**src/rtl/nibble_demux4_pkg.sv**
```systemverilog
// Shared widths and FSM encodings for the nibble-to-word demultiplexer.
package nibble_demux4_pkg;
  localparam int SEL_W  = 2;
  localparam int WORD_W = 16;
  localparam int NIB_W  = 4;
  localparam int SLOTS  = WORD_W / NIB_W;

  typedef enum logic {
    ST_FILL = 1'b0,
    ST_HOLD = 1'b1
  } state_e;
endpackage

```
**src/rtl/nibble_slot_dec.sv**
```systemverilog
// Combinational decode of slot index plus accept strobe into one-hot slot write enables.
module nibble_slot_dec
  import nibble_demux4_pkg::*;
(
  input  logic [SEL_W-1:0] i_sel,
  input  logic             i_accept,
  output logic [SLOTS-1:0] o_we
);

  always_comb begin
    o_we        = '0;
    o_we[i_sel] = i_accept;
  end

endmodule

```
**src/rtl/nibble_demux4.sv**
```systemverilog
// Packs four accepted nibbles into a 16-bit word, presented 1 cycle after the 4th accept and held until out_ready.
// NIBBLE_DEMUX4_DBUF_EN: separate collection register keeps accepting while a word waits (in_ready then registered-only).
module nibble_demux4
  import nibble_demux4_pkg::*;
(
  input  logic              clk,
  input  logic              rst,
  input  logic              in_valid,
  input  logic [NIB_W-1:0]  in_data,
  output logic              in_ready,
  input  logic              flush,
  output logic [SEL_W-1:0]  sel,
  output logic              out_valid,
  output logic [WORD_W-1:0] out_data,
  input  logic              out_ready
);

`ifdef NIBBLE_DEMUX4_DBUF_EN
  localparam int COLL_SLOTS = SLOTS;
`else
  localparam int COLL_SLOTS = SLOTS - 1;
`endif

  logic [SEL_W-1:0]                  r_sel;
  logic [COLL_SLOTS-1:0][NIB_W-1:0]  r_slot;
  logic                              r_out_valid;
  logic [WORD_W-1:0]                 r_out_data;
  logic                              w_accept;
  logic                              w_out_free;
  logic [SLOTS-1:0]                  w_we;
  logic                              w_hold_fill;

  assign w_accept   = in_valid & in_ready;
  assign w_out_free = ~r_out_valid | out_ready;

  nibble_slot_dec u_slot_dec (
    .i_sel    (r_sel),
    .i_accept (w_accept),
    .o_we     (w_we)
  );

`ifdef NIBBLE_DEMUX4_DBUF_EN
  state_e r_state;
  state_e w_state_nxt;

  always_ff @(posedge clk) begin
    if (!rst) r_state <= ST_FILL;
    else      r_state <= w_state_nxt;
  end

  always_comb begin
    w_state_nxt = r_state;
    case (r_state)
      ST_FILL: if (w_we[SLOTS-1] && !w_out_free) w_state_nxt = ST_HOLD;
      ST_HOLD: if (out_ready) w_state_nxt = ST_FILL;
      default: w_state_nxt = ST_FILL;
    endcase
  end

  always_comb begin
    in_ready    = rst & ~flush & (r_state == ST_FILL);
    w_hold_fill = (r_state == ST_FILL);
  end
`else
  always_comb begin
    in_ready    = rst & ~flush & w_out_free;
    w_hold_fill = 1'b1;
  end
`endif

  always_ff @(posedge clk) begin
    if (!rst) begin
      r_sel       <= '0;
      r_slot      <= '0;
      r_out_valid <= 1'b0;
      r_out_data  <= '0;
    end else begin
      // In HOLD the collection register is the pending word, so flush must leave it alone.
      if (flush) begin
        r_sel <= '0;
        if (w_hold_fill) r_slot <= '0;
      end else if (w_accept) begin
        r_sel <= r_sel + SEL_W'(1);
      end
      for (int i = 0; i < COLL_SLOTS; i++) begin
        if (w_we[i]) r_slot[i] <= in_data;
      end
      if (w_we[SLOTS-1] && w_out_free) begin
        r_out_valid <= 1'b1;
        r_out_data  <= {in_data, r_slot[SLOTS-2:0]};
`ifdef NIBBLE_DEMUX4_DBUF_EN
      end else if (!w_hold_fill && out_ready) begin
        r_out_valid <= 1'b1;
        r_out_data  <= r_slot;
`endif
      end else if (out_ready) begin
        r_out_valid <= 1'b0;
      end
    end
  end

  assign sel       = r_sel;
  assign out_valid = r_out_valid;
  assign out_data  = r_out_data;

endmodule

```
**config.mk**
```make
export PLATFORM = sky130hd
export DESIGN_NAME = nibble_demux4
export DESIGN_NICKNAME = d
export VERILOG_FILES = /design/src/rtl/nibble_demux4_pkg.sv /design/src/rtl/nibble_slot_dec.sv /design/src/rtl/nibble_demux4.sv
export SDC_FILE = /design/constraint.sdc
export NUM_CORES = 1
export LEC_CHECK = 0
export CAP_MARGIN = 20
export CORE_ASPECT_RATIO = 0.7
export CORE_MARGIN = 3
export CORE_UTILIZATION = 30
export CTS_CLUSTER_DIAMETER = 40
export DETAILED_ROUTE_END_ITERATION = 16
export MAX_ROUTING_LAYER = met4
export PLACE_DENSITY_LB_ADDON = 0.1
export SLEW_MARGIN = 5
export SYNTH_ARGS = -nofsm -noshare
export SYNTH_HDL_FRONTEND = slang
export SYNTH_SLANG_ARGS = --single-unit
```
**constraint.sdc**
```tcl
create_clock -name clk -period 1.5 [get_ports clk]
set_input_delay 0.3 -clock clk [delete_from_list [all_inputs] [get_ports clk]]
set_output_delay 0.3 -clock clk [all_outputs]
set_load 0.02 [all_outputs]
```
==> results.py <==
metrics = {
    "layout": {
        "finish.net_count": 192,
        "drive_gt1_frac": 0.178,
        "syn_to_final_growth_pct": 40.7,
        "nFillCells": 405,
        "stdcell_count": 232,
        "utilization": 0.455,
        "stdcell_area_sq_um": 1850,
        "diodes": 0,
    },
    "timing": {
        "final.min_clock_period_ns": 1.43,
        "worst_pin_slew_ns": 0.301,
        "maxSlewViolCount": 0,
        "finClkSkew_ns": 0.00240,
        "finalHoldViolations": 0,
        "maxSlewHeadroom": 0.798,
        "setup_viol_count_final": 0,
        "fin_hold_ws_ns": 0.445,
        "post-route-period-util": 0.956,
        "max_freq_mhz": 697,
    },
    "route": {
        "drc": 0,
        "dr_wl_met3_um": 152,
        "finalWirelength_um": 3530,
        "ant_nets": 0,
        "dr_total_vias": 1157,
        "route.met2.wl_um": 1630,
        "via_per_inst": 4.99,
        "drt-pass1-iter-count": 4,
        "wl_met1_um": 1710,
        "drt_iter0_drc": 100,
        "avgRoutedWirePerCell_um": 15.2,
        "highest_layer": "met4",
    },
    "yosys": {
        "synthTopCellsByCount": "31 x dfxtp_1, 20 x nand2_1, 16 x mux2i_1",
        "synth_ff_type": "dfxtp_1",
        "netlist_area_sq_um": 1310,
        "yosys_warnings": 0,
        "syn_avg_cell_area_sq_um": 9.45,
        "synthCells": 139,
        "synth.ff_latch_count": 31,
        "synth_top_area_frac": 0.472,
        "synth_area_leader_cell": "dfxtp_1",
        "synth.yosys.seq_area_share": 0.472,
        "synthesis.nets": 152,
        "ys_types": 20,
        "synthArstFlopShare": 0,
        "yosysMostFrequentCell": "dfxtp_1",
        "synth_area_leaders": "dfxtp_1 47%, mux2i_1 12%, nand4_1 7.1%, nand3b_1 6.9%, nand2_1 5.7%",
        "synth-edff-count": 0,
    },
    "critical_path": {
        "cp_max_fo": 5,
        "r2r_setup_slack_ns": 0.16,
        "required_ns": 1.71,
        "worstPathArrival_ns": 1.65,
        "ff2ff_path_depth": 4,
        "worstReg2RegEnd": "out_data[13]",
        "critical_path_class": "in2reg",
        "r2r-start": "sel[0]",
        "startpoint_type": "input pin",
        "critical_path.endpoint_type": "register",
    },
    "min_path": {
        "min-delay-start": "out_data[6]",
        "whs_endpoint": "out_data[6]",
        "hold_class": "reg2reg",
        "holdPathStages": 2,
    },
    "power_and_ir_drop": {
        "cellPowerDensity_nw_per_um2": 973,
        "peakVddDrop_mv": 0.445,
        "power.leakage_nw": 0.854,
        "power.total_mw": 1.80,
    },
    "status": {
        "status": "complete, no violations",
    },
    "die": {
        "rows": 19,
        "io-pin-count": 29,
        "start_util": 0.323,
        "chipWidth_um": 85.1,
        "core-area_sq_um": 4070,
        "die_h_um": 61.4,
        "die-area_sq_um": 5220,
    },
    "cts": {
        "htree_levels": 2,
        "cts_hold_buf": 0,
        "cts_tree": "yes",
        "cts.clk_slew.worst_paths_ns": 0.07,
        "clockRootBuffer": "clkbuf_8",
        "cts_sinks": 31,
        "cts-buffers-inserted": 5,
        "clk-insertion-delay-late_ns": 0.28,
        "clockBufferDepth": 2,
    },
    "grt": {
        "grt_start_max_net_pins": 25,
        "antenna_found_initial": 0,
        "grt-ovfl-total": 0,
        "grt_first_pass_wirelength_um": 5750,
        "grt_pass1_vias": 1165,
        "grtUsageTotal": 0.154,
    },
    "placed_design": {
        "globalplace.congestion": 0.772,
        "placed_cells": 220,
        "place_area_sq_um": 1690,
        "place_hpwl_um": 2360,
        "numPortBuffers": 28,
    },
    "run": {
        "maxCapViolations": 0,
    },
}
[cells in the final DEF (no fill, tap or decap), drive strengths merged]
cell type,netlist,routed
nand4,15,15
nor2,1,1
dfxtp,31,31
nor2b,2,2
dlymetal6s2s,0,1
clkinv,0,1
buf,4,16
a21oi,2,2
o21a,1,1
o21ai,14,14
bufinv,0,1
ha,4,4
clkdlybuf4s50,0,7
nand2b,2,2
and3,1,3
nand3b,12,12
dlygate4sd2,0,19
clkbuf,8,6
and3b,1,1
nand3,2,2
inv,3,3
nand2,20,20
mux2i,16,16
[worst max-delay path: stages]
cell,delay (ns)
clkdlybuf4s50_1,0.43
buf_6,0.14
and3b_4,0.32
and3_4,0.26
mux2i_1,0.19
[metal layers]
metal,up-vias,GRT usage
met1,560,0.192
met4,0,0.0813
met2,22,0.228
met5,-,-
li1,571,-
met3,4,0.0428
[logic make-up after synthesis]
logic type / share of synthesized area
AO/OA/AOI/OAI: 0.0667
adder cells (fa/ha/maj): 0.0381
buffers and inverters: 0.0562
flip-flops: 0.472
multiplexers: 0.122
AND/OR/NAND/NOR: 0.245
[worst max-delay path by stage]
stage / from / depth (start not counted) / slack (ns) / end
floorplan: sel[0] / 6 / 0.02 / out_valid
global placement: flush / 4 / -0.37 / in_ready
detailed placement: flush / 4 / -0.41 / in_ready
CTS: flush / 5 / 0.02 / out_valid
global route: flush / 4 / -0.005 / in_ready
finish: flush / 5 / 0.07 / out_data[13]
[per-stage QoR]
stage / setup slack (ns) / setup TNS (ns)
2_1_floorplan: 0.0218 / 0
3_3_place_gp: -0.375 / -7.25
3_5_place_dp: -0.407 / -8.67
4_1_cts: 0.0193 / 0
5_1_grt: -0.00512 / -0.00512
6_report: 0.0656 / 0
[layout make-up]
class	instances	area, sq um	share of cell area
Tap cell	52	65.1	0.0352
Multi-Input combinational cell	95	653	0.353
Clock inverter	2	35.0	0.0190
Timing Repair Buffer	43	380	0.206
Sequential cell	31	621	0.336
Clock buffer	6	82.6	0.0447
Inverter	3	11.3	0.00609
[registers in the layout, summed over array words and instances (netlist names)]
register   cells
out_valid      1
out_data      16
sel            2
r_slot        12
[where the power goes]
part / switching [mW] / leakage (nW) / internal, mW
Sequential: 0.00429 / 0.250 / 0.828
Combinational: 0.0609 / 0.543 / 0.0565
Clock: 0.312 / 0.0612 / 0.537
[repair_timing]
item,CTS,global route
setup endpoints to repair,24,19
gates resized for setup,24,9
cloned,2,0
buffers inserted,0,2
No activity file was read; power rests on OpenSTA's default activity.
